File: config.mk
export PLATFORM = sky130hd
export DESIGN_NAME = uart_test_harness
export DESIGN_NICKNAME = d
export VERILOG_FILES = /design/src/rtl/uart_test_harness.sv
export SDC_FILE = /design/constraint.sdc
export NUM_CORES = 1
export LEC_CHECK = 0
export CAP_MARGIN = 20
export CORE_MARGIN = 2
export CORE_UTILIZATION = 67
export CTS_BUF_LIST = sky130_fd_sc_hd__clkbuf_4
export CTS_CLUSTER_SIZE = 20
export DETAILED_ROUTE_END_ITERATION = 8
export GPL_ROUTABILITY_DRIVEN = 0
export HOLD_SLACK_MARGIN = 0.06
export PLACE_DENSITY = 0.84
export SLEW_MARGIN = 20
export SYNTH_ARGS = -nofsm -noshare
export SYNTH_HDL_FRONTEND = slang
export SYNTH_SLANG_ARGS = --single-unit
File: constraint.sdc
create_clock -name clock -period 4 [get_ports clock]
set_clock_uncertainty 0.15 [all_clocks]
set_input_delay 0.8 -clock clock [delete_from_list [all_inputs] [get_ports clock]]
set_output_delay 0.8 -clock clock [all_outputs]
set_load 0.02 [all_outputs]
File: src/rtl/uart_test_harness.sv
// UART loopback harness: collects 8N1 bytes until 0x00, then replays them plus 0x00.
// Optional macro UART_TEST_HARNESS_UPPERCASE_EN folds lowercase ASCII to uppercase on buffer write.
module uart_test_harness #(
  parameter int BAUD_RATE       = 115200,
  parameter int CLOCK_FREQUENCY = 100000000,
  parameter int MAX_LENGTH      = 16
) (
  input  logic clock,
  input  logic reset,
  input  logic uart_receive,
  output logic uart_transmit
);

  localparam int CLKS_PER_BIT = CLOCK_FREQUENCY / BAUD_RATE;
  localparam int CW     = $clog2(CLKS_PER_BIT);
  localparam int CNT_W  = $clog2(MAX_LENGTH + 1);
  localparam int IDX_W  = (MAX_LENGTH > 1) ? $clog2(MAX_LENGTH) : 1;
  localparam logic [CW-1:0]    CPB_M1  = CW'(CLKS_PER_BIT - 1);
  localparam logic [CW-1:0]    HALF_M1 = CW'(CLKS_PER_BIT / 2 - 1);
  localparam logic [CNT_W-1:0] MAX_CNT = CNT_W'(MAX_LENGTH);

  typedef enum logic [1:0] {RX_IDLE, RX_START, RX_DATA, RX_STOP} rx_state_t;
  typedef enum logic [1:0] {CTL_COLLECT, CTL_SEND, CTL_TERM} ctl_state_t;

  function automatic logic [7:0] fold_case(input logic [7:0] b);
`ifdef UART_TEST_HARNESS_UPPERCASE_EN
    if (b >= 8'h61 && b <= 8'h7A) return b - 8'h20;
    else return b;
`else
    return b;
`endif
  endfunction

  logic             sync1_r, sync2_r;
  rx_state_t        rx_state_r, rx_next_s;
  logic [CW-1:0]    rx_cnt_r;
  logic [2:0]       rx_bit_r;
  logic [7:0]       rx_shift_r;
  logic             rx_valid_r;
  logic             rx_tick_s;

  ctl_state_t       ctl_state_r, ctl_next_s;
  logic [CNT_W-1:0] count_r, rd_idx_r;
  logic             overflow_r, term_sent_r;
  logic [7:0]       buf_r [MAX_LENGTH];
  logic             wr_en_s, tx_load_s;
  logic [7:0]       tx_byte_s;

  logic [9:0]       tx_shift_r;
  logic [CW-1:0]    tx_cnt_r;
  logic [3:0]       tx_bit_r;
  logic             tx_active_r;
  logic             tx_done_s, tx_ready_s;

  assign rx_tick_s  = (rx_cnt_r == CPB_M1);
  assign tx_done_s  = tx_active_r && (tx_bit_r == 4'd9) && (tx_cnt_r == CPB_M1);
  assign tx_ready_s = !tx_active_r || tx_done_s;
  assign uart_transmit = tx_shift_r[0];

  // RX state register
  always_ff @(posedge clock) begin
    if (!reset) rx_state_r <= RX_IDLE;
    else        rx_state_r <= rx_next_s;
  end

  // RX next-state logic; START re-checks the line at mid start bit to reject glitches
  always_comb begin
    rx_next_s = rx_state_r;
    case (rx_state_r)
      RX_IDLE:  if (!sync2_r) rx_next_s = RX_START; else rx_next_s = RX_IDLE;
      RX_START: if (rx_cnt_r == HALF_M1) rx_next_s = sync2_r ? RX_IDLE : RX_DATA;
                else rx_next_s = RX_START;
      RX_DATA:  if (rx_tick_s && rx_bit_r == 3'd7) rx_next_s = RX_STOP; else rx_next_s = RX_DATA;
      RX_STOP:  if (rx_tick_s) rx_next_s = RX_IDLE; else rx_next_s = RX_STOP;
      default:  rx_next_s = RX_IDLE;
    endcase
  end

  // RX synchronizer, bit timing and byte assembly
  always_ff @(posedge clock) begin
    if (!reset) begin
      sync1_r    <= 1'b1;
      sync2_r    <= 1'b1;
      rx_cnt_r   <= '0;
      rx_bit_r   <= 3'd0;
      rx_shift_r <= 8'h00;
      rx_valid_r <= 1'b0;
    end else begin
      sync1_r    <= uart_receive;
      sync2_r    <= sync1_r;
      rx_valid_r <= (rx_state_r == RX_STOP) && rx_tick_s && sync2_r;
      if (rx_state_r == RX_IDLE || rx_state_r != rx_next_s || rx_tick_s) rx_cnt_r <= '0;
      else rx_cnt_r <= rx_cnt_r + CW'(1);
      if (rx_state_r == RX_IDLE) rx_bit_r <= 3'd0;
      else if (rx_state_r == RX_DATA && rx_tick_s) rx_bit_r <= rx_bit_r + 3'd1;
      if (rx_state_r == RX_DATA && rx_tick_s) rx_shift_r <= {sync2_r, rx_shift_r[7:1]};
    end
  end

  // Control state register
  always_ff @(posedge clock) begin
    if (!reset) ctl_state_r <= CTL_COLLECT;
    else        ctl_state_r <= ctl_next_s;
  end

  // Control next-state logic; TERM is held until the 0x00 frame has fully left the line
  always_comb begin
    ctl_next_s = ctl_state_r;
    case (ctl_state_r)
      CTL_COLLECT: if (rx_valid_r && rx_shift_r == 8'h00)
                     ctl_next_s = (count_r == CNT_W'(0)) ? CTL_TERM : CTL_SEND;
                   else ctl_next_s = CTL_COLLECT;
      CTL_SEND:    if (tx_load_s && rd_idx_r == count_r - CNT_W'(1)) ctl_next_s = CTL_TERM;
                   else ctl_next_s = CTL_SEND;
      CTL_TERM:    if (term_sent_r && tx_done_s) ctl_next_s = CTL_COLLECT;
                   else ctl_next_s = CTL_TERM;
      default:     ctl_next_s = CTL_COLLECT;
    endcase
  end

  // Control outputs: buffer write enable and transmitter load requests
  always_comb begin
    wr_en_s   = 1'b0;
    tx_load_s = 1'b0;
    tx_byte_s = 8'h00;
    case (ctl_state_r)
      CTL_COLLECT: wr_en_s = rx_valid_r && (rx_shift_r != 8'h00) && (count_r != MAX_CNT);
      CTL_SEND: begin
        tx_load_s = tx_ready_s;
        tx_byte_s = buf_r[rd_idx_r[IDX_W-1:0]];
      end
      CTL_TERM:    tx_load_s = tx_ready_s && !term_sent_r;
      default:     tx_load_s = 1'b0;
    endcase
  end

  // Control datapath: fill count, overflow flag, replay index
  always_ff @(posedge clock) begin
    if (!reset) begin
      count_r     <= '0;
      overflow_r  <= 1'b0;
      rd_idx_r    <= '0;
      term_sent_r <= 1'b0;
    end else begin
      if (ctl_state_r == CTL_TERM && ctl_next_s == CTL_COLLECT) begin
        count_r    <= '0;
        overflow_r <= 1'b0;
      end else begin
        if (wr_en_s) count_r <= count_r + CNT_W'(1);
        if (ctl_state_r == CTL_COLLECT && rx_valid_r && rx_shift_r != 8'h00 && count_r == MAX_CNT)
          overflow_r <= 1'b1;
      end
      if (ctl_state_r == CTL_COLLECT) rd_idx_r <= '0;
      else if (ctl_state_r == CTL_SEND && tx_load_s) rd_idx_r <= rd_idx_r + CNT_W'(1);
      if (ctl_state_r != CTL_TERM) term_sent_r <= 1'b0;
      else if (tx_load_s) term_sent_r <= 1'b1;
    end
  end

  // String buffer storage
  always_ff @(posedge clock) begin
    if (wr_en_s) buf_r[count_r[IDX_W-1:0]] <= fold_case(rx_shift_r);
  end

  // TX shifter: the frame register bit 0 drives the pin; a load at stop end chains frames gaplessly
  always_ff @(posedge clock) begin
    if (!reset) begin
      tx_shift_r  <= 10'h3FF;
      tx_cnt_r    <= '0;
      tx_bit_r    <= 4'd0;
      tx_active_r <= 1'b0;
    end else if (tx_load_s) begin
      tx_shift_r  <= {1'b1, tx_byte_s, 1'b0};
      tx_cnt_r    <= '0;
      tx_bit_r    <= 4'd0;
      tx_active_r <= 1'b1;
    end else if (tx_active_r && tx_cnt_r == CPB_M1) begin
      tx_shift_r  <= {1'b1, tx_shift_r[9:1]};
      tx_cnt_r    <= '0;
      tx_bit_r    <= tx_bit_r + 4'd1;
      tx_active_r <= (tx_bit_r != 4'd9);
    end else if (tx_active_r) begin
      tx_cnt_r    <= tx_cnt_r + CW'(1);
    end else begin
      tx_shift_r  <= 10'h3FF;
    end
  end

endmodule

== After elaboration in Yosys (flattened, before gate mapping) ==
Memory sizes are Yosys's and may differ from the RTL's. A register that Yosys moved wholly into a read port is not among the register bits.
Cells that the tools add are included.
Word-level totals
  bits in registers: 63
  RAM bits: 128
  output and inout bits: 1
  logic and storage cells: 97
  memories kept: 1
Cells by class
  add/subtract/negate cells: 7
  equality and inequality tests: 16
  muxes and demuxes: 23
  bitwise operators: 1
  reduce and logical (&&, ||, !) cells: 34
Memory list
  buf_r: words 16, width 8, read ports 1, clocked after Yosys merged registers in 1, wr ports 1, RTL line 45  | logic [7:0] buf_r [MAX_LENGTH];
Operators with widths (count)
  9-bit two-way mux: 3
  10-bit by 1-bit adder with 10-bit output (second input constant): 2
  10-bit equality test (second input constant): 2
  1-bit logical AND: 15
  2-bit two-way mux: 7
  2-bit OR reduction: 6
  5-bit by 1-bit adder with 5-bit output (second input constant): 2
  10-bit by 9-bit equality test with 1-bit output (second input constant): 1
  8-bit zero test: 1
  4-bit two-way mux: 2
  8-bit two-way mux: 1
  2-bit case mux with 4 select lines: 1
  8-bit nonzero test: 1
  1-bit two-way mux: 7
  2-bit equality test (second input constant): 3
  2-bit zero test: 3
  2-bit case mux with 3 select lines: 1
  5-bit equality test: 1
  5-bit zero test: 1
  5-bit inequality test (second input constant): 1
  5-bit by 1-bit subtractor with 5-bit output (second input constant): 1
  4-bit by 1-bit adder with 4-bit output (second input constant): 1
  2-bit by 1-bit equality test with 1-bit output (second input constant): 2
  4-bit equality test (second input constant): 1
  12 further kinds: 15

== Logic depth before layout (Yosys ltp) ==
Gate-level depths: netlist (run 1).
  word-level depth: 12
  mapped depth: 7
  depth with buffers taken out: 7

== Worst setup path after synthesis (run 1) ==
Ideal clock, no wire load.
  path kind: flip-flop to flip-flop
  start point: reg count_r[0]
  end point: mem buf_r[0][0] (enable)
  arrival: 2.084 ns
  slack: 1.383 ns
  cell stages (with the launch flop): 7
  clock period less this slack: 2.617 ns
  path through: dfxtp_1 -> inv_1 -> ha_1 -> nor4bb_1 -> a211oi_2 -> nand2_1 -> nor3_1
Between the ends
  word-level cells in the longest chain between the ends: 5
Ends and longest elaborated chain
  from (decl): RTL line 43  | logic [CNT_W-1:0] count_r, rd_idx_r;
  from (signal assigned): RTL line 149  | if (wr_en_s) count_r <= count_r + CNT_W'(1);
  5-bit inequality test: RTL line 127  | CTL_COLLECT: wr_en_s = rx_valid_r && (rx_shift_r != 8'h00) && (count_r != MAX_CNT);
  1-bit logical AND: RTL line 127
  1-bit two-way mux: RTL line 126  | case (ctl_state_r)
  1-bit two-way mux: RTL line 162  | if (wr_en_s) buf_r[count_r[IDX_W-1:0]] <= fold_case(rx_shift_r);
  1-bit two-way mux (not written as such): RTL line 162
  to (decl): RTL line 45
Several ways; a longest one is shown, not always the timed one.

== Worst setup path in the final report (run 1) ==
  start point: reg count_r[0]
  end point: mem buf_r[10][1] (enable)
The elaborated chain is that of the path after synthesis.

==> results.sh, run 1 <==
export IMPL_layout_common_cells="edfxtp_1 (128), dfxtp_1 (66), nor2_1 (64), nand2_1 (22)"
export IMPL_synth_seq_cells=195
export IMPL_grt_max_degree=33
export IMPL_power_density_nw_per_um2=362
export IMPL_num_rows=40
export IMPL_critical_path_cell_chain="inv_1 -> ha_1 -> nor4bb_1 -> a211oi_2 -> nand2_1 -> nor2_1"
export IMPL_dr_total_vias=4667
export IMPL_switching_share_pct=20.2
export IMPL_crit_fanout=8
export IMPL_rr_worst_depth=6
export IMPL_grt_overflow=0
export IMPL_power_share_sequential_pct=67.5
export IMPL_root_buffer="clkbuf_4"
export IMPL_io_buffers=3
export IMPL_max_slew_margin_rel_pct=30.7
export IMPL_antenna_found_initial=0
export IMPL_cts_resized=0
export IMPL_ir_worst_vdd_mv=0.274
export IMPL_cts_tree="yes"
export IMPL_wl_mm=15.1
export IMPL_synth_cell_types=58
export IMPL_nNetsFinal=597
export IMPL_cts_buffers=17
export IMPL_die_area_um2=13100
export IMPL_core_um2=12000
export IMPL_p_sw_uw=634
export IMPL_rsz0062_at_grt="false"
export IMPL_setup_viol=0
export IMPL_synth_fp_nets=584
export IMPL_dp_hpwl_mm=10.1
export IMPL_p_leak_nw=2.84
export IMPL_pwr_share_comb_pct=0.6
export IMPL_r2r_start="count_r[0]"
export IMPL_crit_arrival_ps=3100
export IMPL_syn_cell_area_um2=8190
export IMPL_endpoint="buf_r[10][1]"
export IMPL_finalCritPeriodShare_pct=75.7
export IMPL_die_h_um=115
export IMPL_postCtsSetupBuffers=0
export IMPL_finalPower_mw=3.14
export IMPL_hold_viol=0
export IMPL_initial_core_util_pct=68.5
export IMPL_vias_per_cell=6.32
export IMPL_p_int_mw=2.51
export IMPL_fin_crit_ps=3030
export IMPL_area_delta_synth_final_pct=5.89
export IMPL_wire_per_inst_um=20.4
export IMPL_min_path_type="reg2reg"
export IMPL_r2r_end="buf_r[10][1]"
export IMPL_grt_pass1_wl_mm=24.2
export IMPL_cap_violations=0
export IMPL_synth_ff_type="edfxtp_1"
export IMPL_crit_path_top_delay_cell="nor2_1"
export IMPL_firstDrtPassIters=5
export IMPL_final_setup_tns_ps=0
export IMPL_synthCells=565
export IMPL_critPathCaptureType="flop"
export IMPL_ys_seq_area_share_pct=63.3
export IMPL_rrSetupSlack_ps=970
export IMPL_worstSkewPairLatency_ps=580
export IMPL_drive_gt1_share_pct=13.4
export IMPL_die_x_um=115
export IMPL_clkTransAtPathRegs_ps=130
export IMPL_drtAntennaViolNets=0
export IMPL_drt_first_iter_violations=398
export IMPL_status="finished clean"
export IMPL_cp_startpoint="count_r[0]"
export IMPL_synth_async_reset_ratio_pct=0
export IMPL_cts_hold_buf=0
export IMPL_clkPwrFrac_pct=31.9
export IMPL_layout_commonest_cell="edfxtp_1"
export IMPL_timing_critical_path_buf_inv=1
export IMPL_io_pins=4
export IMPL_grt_total_usage_pct=25.1
export IMPL_synth_edf_count=128
export IMPL_worstMarginPinSlew_ps=1040
export IMPL_drc_errors=0
export IMPL_startpoint_type="flop"
export IMPL_slowest_delay_ps=670
export IMPL_path_class="reg2reg"
export IMPL_fillers=730
export IMPL_cpLargestDelayFamily="simple AND/OR/NAND/NOR gates"
export IMPL_yosys_warnings=0
export IMPL_report_final_slew_viol_count=0
export IMPL_htree_levels=4
export IMPL_clockBufferDepth=2
export IMPL_avgSynthCellArea_um2=14.5
export IMPL_antenna_cells=0
export IMPL_cp_depth=6
export IMPL_cts_sinks=195
export IMPL_required_ps=4070
export IMPL_max_freq_ghz=0.330
export IMPL_grt_pass1_vias=4690
cell usage after synthesis (4+ instances only):
cell type | n | area (um^2)
inv_1 | 15 | 56.3
nand2b_1 | 7 | 43.8
xnor2_1 | 16 | 140
mux2_2 | 8 | 90.1
mux4_2 | 16 | 360
xor2_1 | 18 | 158
clkbuf_1 | 12 | 45.0
buf_2 | 5 | 25.0
mux2i_1 | 19 | 190
nand2_1 | 22 | 82.6
a211oi_1 | 4 | 30.0
nor3_1 | 6 | 30.0
nor2_1 | 64 | 240
a21oi_1 | 10 | 50.1
ha_1 | 16 | 200
nor2b_1 | 15 | 93.8
edfxtp_1 | 128 | 3840
nand4_1 | 6 | 37.5
o21ai_0 | 10 | 50.1
mux4_1 | 16 | 420
or3_1 | 8 | 50.1
nand3_1 | 11 | 55.1
dfxtp_1 | 67 | 1340
and3_1 | 5 | 31.3
nor4_1 | 5 | 31.3
o221ai_1 | 8 | 70.1
and4_1 | 4 | 35.0
per-stage QoR:
stage	instance area [um^2]	utilization, %	setup WS (ps)	hold slack (ps)	instances
after floorplan	8190	-	1380	236	565
after global placement	8400	70.2	1130	241	706
after detailed placement	8400	70.2	986	250	706
after CTS	8680	72.5	955	282	738
after global routing	8680	72.5	773	312	738
final	8680	72.5	973	277	738
cell families (layout without fill, tap and decap cells):
kind of cell	after synthesis	after routing	synth area share, %
compound gates	56	56	4.89
xor+xnor	34	34	3.63
fa+ha+maj	16	16	2.44
buf+inv	37	63	2.00
flops	195	195	63.3
mux	59	59	13.0
simple gates	168	168	10.8
worst min path at each step:
stage,startpoint,to,slack [ps],depth (start not counted)
5_1_grt,sync1_r,sync2_r,310,1
2_1_floorplan,sync1_r,sync2_r,240,1
6_report,sync1_r,sync2_r,280,1
3_3_place_gp,sync1_r,sync2_r,240,1
3_5_place_dp,sync1_r,sync2_r,250,1
4_1_cts,sync1_r,sync2_r,280,1
routing by layer:
metal  global-route usage, %  vias to the layer above  routed length (um)
met5                       0                        -                   0
met2                    42.0                      154                7610
li1                        -                     2174                   -
met4                    9.51                        0                 268
met3                    4.66                       19                 932
met1                    33.1                     2320                6240
power by group through the flow:
stage | Sequential (mW) | Combinational, mW | Clock (mW)
2_1_floorplan | 2.17 | 0.0136 | 0
3_3_place_gp | 2.17 | 0.0164 | 0
3_5_place_dp | 2.17 | 0.0172 | 0
4_1_cts | 2.12 | 0.0172 | 1.02
5_1_grt | 2.12 | 0.0193 | 1.09
6_report | 2.12 | 0.0173 | 1.00
state kept, by name (all words and copies together), names as in the netlist, named ones only:
signal	flops
tx_active_r	1
buf_r	128
rx_shift_r	8
ctl_state_r	2
count_r	5
rd_idx_r	5
rx_state_r	2
rx_bit_r	3
tx_cnt_r	10
term_sent_r	1
rx_valid_r	1
sync2_r	1
rx_cnt_r	10
sync1_r	1
tx_bit_r	4
tx_shift_r	9
area by class of cell:
cell class / count / area, um^2 / share of cell area [%]
timing repair buffer: 16 / 128 / 1.47
clock inverter: 13 / 135 / 1.56
multi-input combinational: 333 / 2840 / 32.8
sequential: 195 / 5190 / 59.8
inverter: 15 / 56.3 / 0.649
clock buffer: 19 / 143 / 1.64
tap: 147 / 184 / 2.12
(Power assumes the default switching activity.)
==> run 2, diff against run 1 <==
--- a/config.mk
+++ b/config.mk
@@ -7,13 +7,13 @@
 export LEC_CHECK = 0
 export CAP_MARGIN = 20
 export CORE_MARGIN = 2
-export CORE_UTILIZATION = 67
+export CORE_UTILIZATION = 65
 export CTS_BUF_LIST = sky130_fd_sc_hd__clkbuf_4
 export CTS_CLUSTER_SIZE = 20
 export DETAILED_ROUTE_END_ITERATION = 8
 export GPL_ROUTABILITY_DRIVEN = 0
 export HOLD_SLACK_MARGIN = 0.06
-export PLACE_DENSITY = 0.84
+export PLACE_DENSITY = 0.81
 export SLEW_MARGIN = 20
 export SYNTH_ARGS = -nofsm -noshare
 export SYNTH_HDL_FRONTEND = slang
==> constraint.sdc (replaced) <==
create_clock -name clock -period 2.8 [get_ports clock]
set_clock_uncertainty 0.15 [all_clocks]
set_input_delay 0.56 -clock clock [delete_from_list [all_inputs] [get_ports clock]]
set_output_delay 0.56 -clock clock [all_outputs]
set_load 0.02 [all_outputs]
==> run 2 against run 1 <==
Effect of this change: worst setup slack lost 800 ps; first-iteration DRC count shrank 8.8%; maximum frequency grew 15%; highest routed layer unchanged; critical path depth grew 1; final cell count grew 6.4%; non-clock buffer count grew 23; hold slack lost 5.1 ps; wire length grew 1.7%.
==> results.sh, run 2 (same netlist as run 1, synthesis figures left out) <==
export IMPL_timing_critical_path_buf_inv=2
export IMPL_core_um2=12500
export IMPL_drc_errors=0
export IMPL_grt_pass1_vias=4608
export IMPL_p_sw_uw=891
export IMPL_dp_slack_ps=226
export IMPL_slowest_delay_ps=510
export IMPL_critical_path_cell_chain="inv_1 -> ha_1 -> nor4bb_1 -> a211oi_2 -> nand2_1 -> nor3_1 -> buf_4"
export IMPL_worstMarginPinSlew_ps=810
export IMPL_ir_worst_vdd_mv=0.455
export IMPL_cts_buffers=17
export IMPL_drtAntennaViolNets=0
export IMPL_switching_share_pct=20.4
export IMPL_initial_core_util_pct=65.7
export IMPL_max_slew_margin_rel_pct=45.8
export IMPL_die_x_um=116
export IMPL_fin_crit_ps=2630
export IMPL_report_final_slew_viol_count=0
export IMPL_p_leak_nw=2.95
export IMPL_required_ps=2960
export IMPL_max_freq_ghz=0.380
export IMPL_grt_pass1_wl_mm=24.2
export IMPL_startpoint_type="flop"
export IMPL_vias_per_cell=6.00
export IMPL_die_area_um2=13500
export IMPL_setup_ws_ps=169
export IMPL_nNetsFinal=620
export IMPL_grt_max_degree=19
export IMPL_firstDrtPassIters=5
export IMPL_io_pins=4
export IMPL_clkTransAtPathRegs_ps=140
export IMPL_hold_viol=0
export IMPL_antenna_cells=0
export IMPL_crit_arrival_ps=2790
export IMPL_largest_register_ffs=128
export IMPL_dr_total_vias=4711
export IMPL_layout_common_cells="edfxtp_1 (128), dfxtp_1 (66), nor2_1 (64), buf_4 (35), nand2_1 (22)"
export IMPL_path_class="reg2reg"
export IMPL_endpoint="buf_r[0][3]"
export IMPL_clkPwrFrac_pct=30.1
export IMPL_cap_violations=0
export IMPL_drt_first_iter_violations=363
export IMPL_cts_resized=0
export IMPL_rr_worst_depth=7
export IMPL_wl_mm=15.3
export IMPL_layout_commonest_cell="edfxtp_1"
export IMPL_drive_gt1_share_pct=16.3
export IMPL_crit_fanout=8
export IMPL_cpLargestDelayFamily="simple AND/OR/NAND/NOR gates"
export IMPL_power_density_nw_per_um2=494
export IMPL_pwr_share_comb_pct=0.6
export IMPL_critPathCaptureType="flop"
export IMPL_num_rows=41
export IMPL_die_h_um=116
export IMPL_r2r_start="count_r[0]"
export IMPL_cts_sinks=195
export IMPL_htree_levels=4
export IMPL_io_buffers=3
export IMPL_power_share_sequential_pct=69.3
export IMPL_clockBufferDepth=2
export IMPL_finalCritPeriodShare_pct=94.0
export IMPL_r2r_end="buf_r[0][3]"
export IMPL_min_path_type="reg2reg"
export IMPL_grt_overflow=0
export IMPL_dp_hpwl_mm=10.7
export IMPL_status="finished clean"
export IMPL_cp_startpoint="count_r[0]"
export IMPL_root_buffer="clkbuf_4"
export IMPL_p_int_mw=3.48
export IMPL_cts_tree="yes"
export IMPL_area_delta_synth_final_pct=8.16
export IMPL_rrSetupSlack_ps=170
export IMPL_cts_hold_buf=0
export IMPL_worstSkewPairLatency_ps=580
export IMPL_grt_total_usage_pct=24.6
export IMPL_min_path_cells=1
export IMPL_antenna_found_initial=0
export IMPL_setup_viol=0
export IMPL_rsz0062_at_grt="false"
export IMPL_final_setup_tns_ps=0
export IMPL_postCtsSetupBuffers=0
export IMPL_crit_path_top_delay_cell="dfxtp_1"
export IMPL_wire_per_inst_um=19.5
export IMPL_cp_depth=7
[run 2: per-layer routing]
metal | global-route usage [%] | wire [um] | vias to the layer above
met5 | 0 | 0 | -
met4 | 9.84 | 407 | 0
met3 | 5.09 | 682 | 32
met2 | 39.9 | 7610 | 157
met1 | 33.0 | 6620 | 2311
li1 | - | - | 2211
[run 2: per-stage QoR]
stage          power [mW]  hold WS, ps  utilization (%)  cells  area, um^2
6_report             4.37          272             71.1    785        8860
5_1_grt              4.52          286             71.1    785        8860
4_1_cts              4.40          275             71.1    785        8860
3_5_place_dp         3.12          243             69.1    754        8610
3_3_place_gp         3.12          242             69.1    754        8610
2_1_floorplan        3.11          236                -    565        8190
[run 2: worst min-delay path by stage]
stage	start	end	slack [ps]
final	sync1_r	sync2_r	270
after global routing	sync1_r	sync2_r	290
after CTS	sync1_r	sync2_r	280
after detailed placement	sync1_r	sync2_r	240
after global placement	sync1_r	sync2_r	240
after floorplan	sync1_r	sync2_r	240
[run 2: layout make-up]
cell class / instances / area (um^2)
multi-input combinational: 333 / 2840
tap: 172 / 215
inverter: 15 / 56.3
sequential: 195 / 5190
timing repair buffer: 39 / 313
clock inverter: 13 / 111
clock buffer: 18 / 135
fill: 828 / 3600
[run 2: power by group through the flow]
stage          logic, mW  registers [mW]  clock network [mW]
2_1_floorplan     0.0195            3.09                   0
4_1_cts           0.0267            3.03                1.35
5_1_grt           0.0295            3.03                1.46
6_report          0.0265            3.03                1.32
3_3_place_gp      0.0255            3.10                   0
3_5_place_dp      0.0264            3.10                   0
==> run 3, diff against run 2 <==
--- a/config.mk
+++ b/config.mk
@@ -14,7 +14,7 @@
 export GPL_ROUTABILITY_DRIVEN = 0
 export HOLD_SLACK_MARGIN = 0.06
 export PLACE_DENSITY = 0.81
-export SLEW_MARGIN = 20
+export SLEW_MARGIN = 40
 export SYNTH_ARGS = -nofsm -noshare
 export SYNTH_HDL_FRONTEND = slang
 export SYNTH_SLANG_ARGS = --single-unit
==> results of run 3 <==
Final layout, timing and power as in run 2 (identical DEF).
